==> config.mk <==
export PLATFORM = sky130hd
export DESIGN_NAME = fetch_decode_unit
export DESIGN_NICKNAME = d
export VERILOG_FILES = /design/src/rtl/cpu6502_pkg.sv /design/src/rtl/opcode_len_decode.sv /design/src/rtl/fetch_decode_unit.sv
export SDC_FILE = /design/constraint.sdc
export NUM_CORES = 1
export LEC_CHECK = 0
export ABC_AREA = 1
export BUFFER_PORTS_ARGS = -buffer_cell sky130_fd_sc_hd__buf_2
export CORE_MARGIN = 2
export CORE_UTILIZATION = 58
export DETAILED_ROUTE_END_ITERATION = 12
export PLACE_DENSITY = 0.81
export SETUP_SLACK_MARGIN = 0.3
export SYNTH_ARGS = -nofsm -noshare
export SYNTH_HDL_FRONTEND = slang
export SYNTH_HIERARCHICAL = 1
export SYNTH_SLANG_ARGS = --single-unit
export TNS_END_PERCENT = 10
==> constraint.sdc <==
create_clock -name clk -period 4.4 [get_ports clk]
set_input_delay 0.88 -clock clk [delete_from_list [all_inputs] [get_ports clk]]
set_output_delay 0.88 -clock clk [all_outputs]
set_load 0.005 [all_outputs]
==> src/rtl/cpu6502_pkg.sv <==
// cpu6502_pkg: shared opcode constants, addressing-mode encodings and decode-result type
package cpu6502_pkg;
   localparam int MODE_X   = 6;
   localparam int MODE_Y   = 5;
   localparam int MODE_ACC = 4;
   localparam int MODE_IMM = 3;
   localparam int MODE_ZP  = 2;
   localparam int MODE_ABS = 1;
   localparam int MODE_IND = 0;

   localparam logic [6:0] M_NONE = 7'b0;
   localparam logic [6:0] M_X    = 7'b1 << MODE_X;
   localparam logic [6:0] M_Y    = 7'b1 << MODE_Y;
   localparam logic [6:0] M_ACC  = 7'b1 << MODE_ACC;
   localparam logic [6:0] M_IMM  = 7'b1 << MODE_IMM;
   localparam logic [6:0] M_ZP   = 7'b1 << MODE_ZP;
   localparam logic [6:0] M_ABS  = 7'b1 << MODE_ABS;
   localparam logic [6:0] M_IND  = 7'b1 << MODE_IND;
   localparam logic [6:0] M_IZX  = M_X | M_ZP | M_IND;
   localparam logic [6:0] M_IZY  = M_Y | M_ZP | M_IND;
   localparam logic [6:0] M_ZPX  = M_X | M_ZP;
   localparam logic [6:0] M_ZPY  = M_Y | M_ZP;
   localparam logic [6:0] M_ABX  = M_X | M_ABS;
   localparam logic [6:0] M_ABY  = M_Y | M_ABS;

   localparam logic [7:0] BRK     = 8'h00;
   localparam logic [7:0] RTI     = 8'h40;
   localparam logic [7:0] RTS     = 8'h60;
   localparam logic [7:0] JSR     = 8'h20;
   localparam logic [7:0] JMP_IND = 8'h6C;

   typedef struct packed {
      logic [1:0] len;
      logic [6:0] mode;
      logic       rel;
      logic       illegal;
   } dec_t;
endpackage

==> src/rtl/opcode_len_decode.sv <==
// opcode_len_decode: combinational 6502 opcode to length/addressing-mode decode
module opcode_len_decode
   import cpu6502_pkg::*;
(
   input  logic [7:0] i_opcode,
   output dec_t       o_dec
);
   logic [1:0] w_cc;
   logic [2:0] w_bbb;
   logic       w_use_y;
   logic [6:0] w_ix;
   assign w_cc    = i_opcode[1:0];
   assign w_bbb   = i_opcode[4:2];
   // STX/LDX index with Y where every other cc=00/10 opcode uses X
   assign w_use_y = (w_cc == 2'b10) && (i_opcode[7:6] == 2'b10);
   assign w_ix    = w_use_y ? M_Y : M_X;
   always_comb begin
      o_dec = '{len: 2'd1, mode: M_NONE, rel: 1'b0, illegal: 1'b0};
      if (i_opcode == BRK || i_opcode == RTI || i_opcode == RTS) begin
         o_dec.len = 2'd1;
      end else if (i_opcode == JSR) begin
         o_dec.len  = 2'd3;
         o_dec.mode = M_ABS;
      end else if (i_opcode == JMP_IND) begin
         o_dec.len  = 2'd3;
         o_dec.mode = M_ABS | M_IND;
      end else if (i_opcode[4:0] == 5'b10000) begin
         o_dec.len = 2'd2;
         o_dec.rel = 1'b1;
      end else if (i_opcode[3:0] == 4'b1000) begin
         o_dec.len = 2'd1;
      end else if (i_opcode[3:0] == 4'b1010) begin
         o_dec.mode = i_opcode[7] ? M_NONE : M_ACC;
      end else if (w_cc == 2'b01) begin
         case (w_bbb)
            3'd0: o_dec = '{len: 2'd2, mode: M_IZX, rel: 1'b0, illegal: 1'b0};
            3'd1: o_dec = '{len: 2'd2, mode: M_ZP,  rel: 1'b0, illegal: 1'b0};
            3'd2: o_dec = '{len: 2'd2, mode: M_IMM, rel: 1'b0, illegal: 1'b0};
            3'd3: o_dec = '{len: 2'd3, mode: M_ABS, rel: 1'b0, illegal: 1'b0};
            3'd4: o_dec = '{len: 2'd2, mode: M_IZY, rel: 1'b0, illegal: 1'b0};
            3'd5: o_dec = '{len: 2'd2, mode: M_ZPX, rel: 1'b0, illegal: 1'b0};
            3'd6: o_dec = '{len: 2'd3, mode: M_ABY, rel: 1'b0, illegal: 1'b0};
            default: o_dec = '{len: 2'd3, mode: M_ABX, rel: 1'b0, illegal: 1'b0};
         endcase
      end else if (w_cc != 2'b11 && (w_bbb[0] || w_bbb == 3'd0)) begin
         o_dec.len  = w_bbb[1] ? 2'd3 : 2'd2;
         o_dec.mode = w_bbb == 3'd0 ? M_IMM :
                      w_bbb == 3'd1 ? M_ZP  :
                      w_bbb == 3'd3 ? M_ABS :
                      w_bbb == 3'd5 ? (w_ix | M_ZP) : (w_ix | M_ABS);
      end else begin
         o_dec.illegal = 1'b1;
      end
   end
endmodule

==> src/rtl/fetch_decode_unit.sv <==
// fetch_decode_unit: byte prefetch FIFO, instruction assembly and redirect for the 6502 front end
module fetch_decode_unit
   import cpu6502_pkg::*;
#(
   parameter int DEPTH   = 4,
   parameter int MAX_OUT = 2
) (
   input  logic        clk,
   input  logic        rst,
   input  logic        redirect_valid,
   input  logic [15:0] redirect_pc,
   output logic        mem_req,
   output logic [15:0] mem_addr,
   input  logic        mem_gnt,
   input  logic        mem_rvalid,
   input  logic [7:0]  mem_rdata,
   output logic        out_valid,
   input  logic        out_ready,
   output logic [15:0] out_pc,
   output logic [7:0]  out_opcode,
   output logic [15:0] out_operand,
   output logic [1:0]  out_len,
   output logic [6:0]  out_mode,
   output logic        out_rel,
   output logic        out_illegal
);
   localparam int AW = $clog2(DEPTH);
   localparam int CW = AW + 1;

   logic [7:0]    r_fifo [DEPTH];
   logic [AW-1:0] r_rd, r_wr;
   logic [CW-1:0] r_cnt, r_out, r_disc;
   logic [15:0]   r_fpc, r_dpc;
   logic          r_run;
   dec_t          w_dec;
   logic [7:0]    w_b0, w_b1, w_b2;
   logic [15:0]   w_opd;
   logic [CW-1:0] w_len, w_rv;
   logic          w_gnt, w_push, w_load;

   assign w_b0   = r_fifo[r_rd];
   assign w_b1   = r_fifo[r_rd + AW'(1)];
   assign w_b2   = r_fifo[r_rd + AW'(2)];
   assign w_len  = CW'(w_dec.len);
   assign w_rv   = CW'(mem_rvalid);
   assign w_opd  = w_dec.len == 2'd3 ? {w_b2, w_b1} : w_dec.len == 2'd2 ? {8'h00, w_b1} : 16'h0000;
   // outstanding reads reserve FIFO space so returns can never overflow it
   assign mem_req  = r_run && !redirect_valid && (r_out < CW'(MAX_OUT)) && (r_cnt + r_out < CW'(DEPTH));
   assign mem_addr = r_fpc;
   assign w_gnt    = mem_req && mem_gnt;
   assign w_push   = mem_rvalid && r_disc == '0;
   assign w_load   = (!out_valid || out_ready) && r_cnt >= w_len;

   opcode_len_decode u_dec (.i_opcode(w_b0), .o_dec(w_dec));

   always_ff @(posedge clk) begin
      if (w_push && !redirect_valid) r_fifo[r_wr] <= mem_rdata;
   end

   always_ff @(posedge clk or posedge rst) begin
      if (rst) begin
         r_run       <= 1'b0;
         r_rd        <= '0;
         r_wr        <= '0;
         r_cnt       <= '0;
         r_out       <= '0;
         r_disc      <= '0;
         r_fpc       <= 16'h0000;
         r_dpc       <= 16'h0000;
         out_valid   <= 1'b0;
         out_pc      <= 16'h0000;
         out_opcode  <= 8'h00;
         out_operand <= 16'h0000;
         out_len     <= 2'd0;
         out_mode    <= 7'd0;
         out_rel     <= 1'b0;
         out_illegal <= 1'b0;
      end else begin
         r_run <= 1'b1;
         if (redirect_valid) begin
            r_rd      <= '0;
            r_wr      <= '0;
            r_cnt     <= '0;
            out_valid <= 1'b0;
            r_fpc     <= redirect_pc;
            r_dpc     <= redirect_pc;
            r_out     <= r_out - w_rv;
            r_disc    <= r_out - w_rv;
         end else begin
            r_out <= r_out + CW'(w_gnt) - w_rv;
            if (mem_rvalid && r_disc != '0) r_disc <= r_disc - CW'(1);
            if (w_gnt) r_fpc <= r_fpc + 16'd1;
            if (w_push) r_wr <= r_wr + AW'(1);
            r_cnt     <= r_cnt + CW'(w_push) - (w_load ? w_len : '0);
            out_valid <= w_load || (out_valid && !out_ready);
            if (w_load) begin
               r_rd        <= r_rd + AW'(w_dec.len);
               r_dpc       <= r_dpc + 16'(w_dec.len);
               out_pc      <= r_dpc;
               out_opcode  <= w_b0;
               out_operand <= w_opd;
               out_len     <= w_dec.len;
               out_mode    <= w_dec.mode;
               out_rel     <= w_dec.rel;
               out_illegal <= w_dec.illegal;
            end
         end
      end
   end
endmodule

==> impl_results.md, run 1 <==
- Yosys cell types: 38
- Gr usage total: 26.8%
- First-pass GRT wire length: 27200 µm
- Crit-path max cell delay: 0.46 ns
- VDD IR max: 0.391 mV
- # rows: 40
- RSZ-0062 raised after global routing: false
- Setup Viol. Count Final: 0
- Mean Syn Cell Area: 7.79 µm²
- Worst Path Required: 4.69 ns
- Clk buf depth: 2
- Post-synth top area cell: dfrtp_1
- Most common cell after layout, fill and taps aside: nand2_1
- Post-Route Skew: 0.00790 ns
- Fill cells: 983
- Pwr Density: 670 nW/µm²
- I/O pins: 99
- Nets: 1065
- Hpwl dp: 11800 µm
- TritonCTS buffer count: 17
- Final core occ: 69.0%
- CTS tree: done
- Mapped cell area: 7070 µm²
- Slew @ Worst Pin: 0.880 ns
- Worst path cell trace: clkbuf_4, nand2_1, o21ai_0, o21ai_2, inv_2, nor2_4, inv_1, nand2_1, o21ai_2, inv_1, inv_1, ha_1, o21ai_1, nand2_1, nand2_1, nor2_1, ha_1, inv_1, ha_1, inv_1, fa_1, xor2_1, nor2_1
- Post-Synthesis Cells: 907
- Syn nets: 961
- GRT overflow: 0
- CP Capture Type: flop
- Worst path slowest cell: dfrtp_2
- Post-synthesis sequential area ratio: 48.3%
- Post-route antenna net violation count: 0
- Clk sink count: 130
- Layout cells sized above 1: 16.7%
- PortBufs: 98
- Core area: 12000 µm²
- Clk_lat worst skew: 0.42 ns
- First-pass iteration count of the detailed router: 5
- Largest net degree at the start of global routing: 75
- Crit path arrival time: 4.07 ns
- Root buf cell: clkbuf_16
- GPL Wtd Cong: 0.885
- Antenna violations before repair: 0
- Register bit total from synthesis: 130
- Crit path kind: flop to flop
- Non-Filler Instances: 1171
- Final cycle utilization of the critical path: 86.1%
- Relative slew margins: 41.3%
- Post-DR wirelength/cell: 14.3 µm
- Maximum clock frequency: 264 MHz
- Hold Crit Class: flop to flop
- Placed Instances: 1132
- Synth top area cells: dfrtp_1 35%, nand2_1 18%, edfxtp_1 14%, nand3_1 6.2%, o21ai_0 4.7%
- Drt initial violations: 613
- Maxcap violations: 0
- CP startpoint kind: flop
- Chip width: 114 µm
- P_leak: 4.26 nW
- Period minus WS final: 3.79 ns
- Via count: 6285
- Clock slew at reported path FFs: 0.05 ns
- Commonest non-fill, non-tap cells in the layout: 346 x nand2_1, 98 x buf_2, 97 x dfrtp_1
- Die ar.: 13100 µm²
- Vias in the first global route: 5617
- Setup TNS Final: 0 ns
- Final count of hold timing violations: 0
- Final wirelength: 16700 µm
- Max-slew violations: 0
- Initial Util: 59.1%
- Outcome: finished, final reports clean
- DR vias/cell: 5.37
- Synthesis-to-finish area growth: 16.7%
- ANT cells: 0
- H-tree depth: 4
- Synth top area share: 34.7%
- Worst Path Max Fanout: 10
- Cell mode on critical path: inv_1
- DIE HEIGHT: 114 µm
- Synth warnings: 6
- Post-route DRC: 0
## repair_timing
action                                  in CTS  in global routing
pin swaps                                    0                  3
resized for setup                            2                  5
hold buffers                                 0                  0
buffers inserted                             0                  7
endpoints found under the setup margin       2                  4
endpoints found under the hold margin        0                  0
## path summary, 6_finish.rpt
kind	start	endpoint	slack, ns	cells after the start
min in group asynchronous	rst	out_pc[15]	0.67	2
worst max register to register	r_rd[0]	r_cnt[2]	0.61	23
max in group asynchronous	rst	r_dpc[7]	2.86	3
worst min register to register	out_operand[9]	out_operand[9]	0.47	2
worst min-delay path	out_operand[9]	out_operand[9]	0.47	2
worst max-delay path	r_rd[0]	r_cnt[2]	0.61	23
## sequential cells by signal, summed over array words and instances (netlist names), 2 cells and up
name	count
r_fifo	32
mem_addr	16
out_operand	16
out_pc	16
r_dpc	16
out_opcode	8
out_mode	7
r_cnt	3
r_disc	3
r_out	3
out_len	2
r_rd	2
r_wr	2
## metal layers
| layer | wire length, µm | global-route usage, % |
|---|---|---|
| met1 | 7820 | 40.0 |
| met5 | 0 | 0 |
| met2 | 7490 | 39.2 |
| met4 | 246 | 7.89 |
| met3 | 1190 | 6.30 |
## per-stage QoR
stage	setup slack, ns	instance area [µm²]	power [mW]	hold WS [ns]
CTS	0.395	8180	5.50	0.475
global route	0.296	8250	6.01	0.489
detailed placement	0.219	7640	4.16	0.460
global placement	0.352	7640	4.10	0.459
floorplan	0.582	7070	3.50	0.472
finish	0.613	8250	5.53	0.471
## logic make-up after synthesis
kind of cell | count (synthesis) | share of synthesized area, %
AOI/OAI and AO/OA | 90 | 6.71
other | 1 | 0.0531
buffers and inverters | 122 | 7.40
xor gates and xnor gates | 12 | 1.49
DFF | 130 | 48.3
muxes | 1 | 0.142
and+or+nand+nor | 527 | 31.3
adders and majority gates | 24 | 4.57
## power breakdown
| part | internal (mW) | total, mW | leakage, nW | switching [mW] |
|---|---|---|---|---|
| logic | 0.847 | 2.34 | 2.47 | 1.49 |
| clock network | 0.824 | 1.30 | 0.259 | 0.481 |
| registers | 1.60 | 1.89 | 1.53 | 0.281 |
## cell type report
type | count | area (µm²) | area share [%]
sequential | 130 | 3410 | 41.4
multi-input combinational | 655 | 3140 | 38.1
timing repair buffer | 115 | 616 | 7.46
clock buffer | 24 | 452 | 5.48
inverter | 92 | 353 | 4.28
tap | 147 | 184 | 2.23
clock inverter | 8 | 88.8 | 1.08
## cell usage after synthesis
master and instances:
a21oi_1 7, a21oi_2 1, a31oi_1 1, and3_4 1, buf_2 18, buf_4 1
buf_6 5, clkbuf_1 6, clkinv_1 1, clkinv_2 1, conb_1 1, dfrtp_1 98
edfxtp_1 32, fa_1 3, ha_1 21, inv_1 83, inv_2 7, mux2i_1 1
nand2_1 346, nand2_2 5, nand3_1 88, nand3_2 1, nand4_1 12, nand4_4 1
nor2_1 57, nor2_2 2, nor2_4 3, nor3_1 6, nor3_2 1, o211ai_1 3
o21ai_0 67, o21ai_1 6, o21ai_2 2, o22ai_1 3, or2_1 1, or2_2 3
xnor2_1 3, xor2_1 9
## worst max-delay path, delay by kind of cell, from the launching register on
family	cells	cell delay [ns]
XOR/XNOR	1	0.17
buffers and inverters	7	0.67
flip-flops	1	0.46
AND/OR/NAND/NOR	7	0.69
adder cells (fa/ha/maj)	4	1.07
AO/OA/AOI/OAI	4	0.60
Note: power is estimated with default switching activity, not from simulation.
==> run 2, diff against run 1 <==
--- a/config.mk
+++ b/config.mk
@@ -8,9 +8,10 @@
 export ABC_AREA = 1
 export BUFFER_PORTS_ARGS = -buffer_cell sky130_fd_sc_hd__buf_2
 export CORE_MARGIN = 2
-export CORE_UTILIZATION = 58
+export CORE_UTILIZATION = 52
 export DETAILED_ROUTE_END_ITERATION = 12
-export PLACE_DENSITY = 0.81
+export GPL_TIMING_DRIVEN = 0
+export PLACE_DENSITY = 0.76
 export SETUP_SLACK_MARGIN = 0.3
 export SYNTH_ARGS = -nofsm -noshare
 export SYNTH_HDL_FRONTEND = slang
==> constraint.sdc (replaced) <==
create_clock -name clk -period 3.26 [get_ports clk]
set_input_delay 0.652 -clock clk [delete_from_list [all_inputs] [get_ports clk]]
set_output_delay 0.652 -clock clk [all_outputs]
set_load 0.005 [all_outputs]
==> run 2 against run 1 <==
- the run now ends with negative setup slack left
- wire length rose by 22%
- highest routed layer unchanged
- global-route usage increased by 0.48 points
- critical path type unchanged
- combinational power up 100%
- largest cell class is now multi-input combinational cells
==> impl_results.md, run 2 (same netlist as run 1, synthesis figures left out) <==
- Root buf cell: clkbuf_16
- Non-Filler Instances: 1271
- Area post-placement: 7940 µm²
- Area of the multi-input gates: 3510 µm²
- Final wirelength: 20400 µm
- Worst Path Required: 3.54 ns
- First-pass GRT wire length: 31100 µm
- GRT overflow: 0
- Fill cells: 1014
- VDD IR max: 0.483 mV
- Pwr Density: 960 nW/µm²
- Layout cells sized above 1: 29.3%
- Die ar.: 14500 µm²
- CP startpoint kind: flop
- Failing checks: negative setup slack
- Gr usage total: 27.3%
- Max-slew violations: 0
- Global-route met2 utilization: 43.3%
- Post-DR wirelength/cell: 16.0 µm
- Final setup margin: -0.314 ns
- Finished layout cell area: 9300 µm²
- Crit path arrival time: 3.86 ns
- Drt initial violations: 704
- ANT cells: 0
- Outcome: finished, violations left
- Relative slew margins: 45.8%
- Sequential cell area: 3410 µm²
- Clk buf depth: 2
- Worst path cell trace: buf_4, inv_4, buf_6, o21ai_4, buf_6, or2_4, buf_4, o22ai_4, ha_4, o21ai_4, nand2_2, nand2_2, nor2_2, ha_1, inv_2, ha_4, inv_2, fa_2, nor2_2
- Worst path bufs/invs: 7
- Crit path kind: flop to flop
- Dpl ws: -0.575 ns
- Setup TNS Final: -0.671 ns
- Post-route DRC: 0
- Met3 GRT Util: 5.52%
- Post-route antenna net violation count: 0
- TritonCTS buffer count: 17
- PortBufs: 97
- Worst path slowest cell: fa_2
- Synthesis-to-finish area growth: 31.7%
- First-pass iteration count of the detailed router: 6
- Largest register FFs: 32
- Hold Crit Class: input port to asynchronous set/reset pin
- Core area: 13200 µm²
- Met1 usage: 37.6%
- Most used routing layer: met2
- Final cycle utilization of the critical path: 110%
- Critical path's top delay family: adder cells
- Setup Viol. Count Final: 5
- Antenna violations before repair: 0
- RSZ-0062 raised after global routing: true
- Period minus WS final: 3.57 ns
- Initial Util: 53.4%
- Post-Route Skew: 0.00731 ns
- Clk sink count: 130
- Commonest non-fill, non-tap cells in the layout: 313 x nand2_1, 103 x buf_2, 97 x dfrtp_1
- H-tree depth: 4
- Most common cell after layout, fill and taps aside: nand2_1
- Register-to-register setup slack: -0.31 ns
- Hpwl dp: 13300 µm
- Register with the most flip-flops: r_fifo
- Crit-path max cell delay: 0.52 ns
- Nets: 1137
- Clk_lat worst skew: 0.42 ns
- I/O pins: 99
- CTS tree: done
- # rows: 42
- CP Capture Type: flop
- Final count of hold timing violations: 0
- Chip width: 121 µm
- Final core occ: 70.3%
- Vias in the first global route: 6321
- GPL Wtd Cong: 0.900
- Placed Instances: 1182
- Slew @ Worst Pin: 0.810 ns
- Worst Path Max Fanout: 10
- DIE HEIGHT: 121 µm
- Via count: 6929
- Maxcap violations: 0
- Largest net degree at the start of global routing: 42
- P_leak: 4.70 nW
- Maximum clock frequency: 280 MHz
- Clock slew at reported path FFs: 0.06 ns
- DR vias/cell: 5.45
- Hold-fix buffers, CTS: 0
==> run 2: changes by cell type in the layout (fill, tap and decap cells not counted), sizes merged <==
cell    delta
bufinv     -2
clkbuf     +4
buf       +68
clkinv     +1
==> run 2: stage by stage <==
stage	hold slack [ns]	total power, mW
after detailed placement	0.460	5.92
after global routing	0.366	9.52
after global placement	0.458	5.81
final	0.321	8.93
after CTS	0.334	8.22
after floorplan	0.472	4.89
==> run 2: layout make-up <==
| type | instances | share of cell area [%] |
|---|---|---|
| multi-input cells | 655 | 37.7 |
| flip-flops and latches | 130 | 36.7 |
| repair buffers | 157 | 10.8 |
| clock buffers | 24 | 5.07 |
| inverters | 92 | 3.90 |
| plain buffers | 30 | 3.11 |
| well taps | 176 | 2.37 |
| clock inverters | 7 | 0.403 |
==> run 2: power by group <==
| part | internal [mW] | switching, mW |
|---|---|---|
| logic | 2.02 | 2.66 |
| clock network | 0.997 | 0.673 |
| registers | 2.17 | 0.419 |
==> run 2: worst paths after layout <==
| kind | end | cells past startpoint | from |
|---|---|---|---|
| worst max-delay path | r_cnt[1] | 19 | r_rd[1] |
| worst min-delay path | out_pc[14] | 2 | rst |
| worst max register to register | r_cnt[1] | 19 | r_rd[1] |
| worst min register to register | out_opcode[1] | 2 | out_opcode[1] |
| max in group asynchronous | r_rd[0] | 3 | rst |
| min in group clk | r_fifo[1][0] | 1 | mem_rdata[0] |
==> run 2: worst register-to-register path, delay by kind of cell (launching register included) <==
family | cells | cell delay [ns]
AO/OA/AOI/OAI | 3 | 0.48
adder cells (fa/ha/maj) | 4 | 1.18
buffers and inverters | 7 | 0.89
flip-flops | 1 | 0.38
AND/OR/NAND/NOR | 5 | 0.53
==> run 2: per-layer routing <==
| metal | vias to the layer above | wire (µm) |
|---|---|---|
| met5 | - | 0 |
| met4 | 0 | 578 |
| met3 | 67 | 1560 |
| met2 | 340 | 9580 |
| met1 | 3249 | 8670 |
| li1 | 3273 | - |
==> run 2: what timing repair did <==
item / CTS / global route
buffers inserted: 33 / 21
endpoints found under the setup margin: 71 / 72
gates cloned: 3 / 1
resized for setup: 61 / 59
pin swaps: 24 / 21
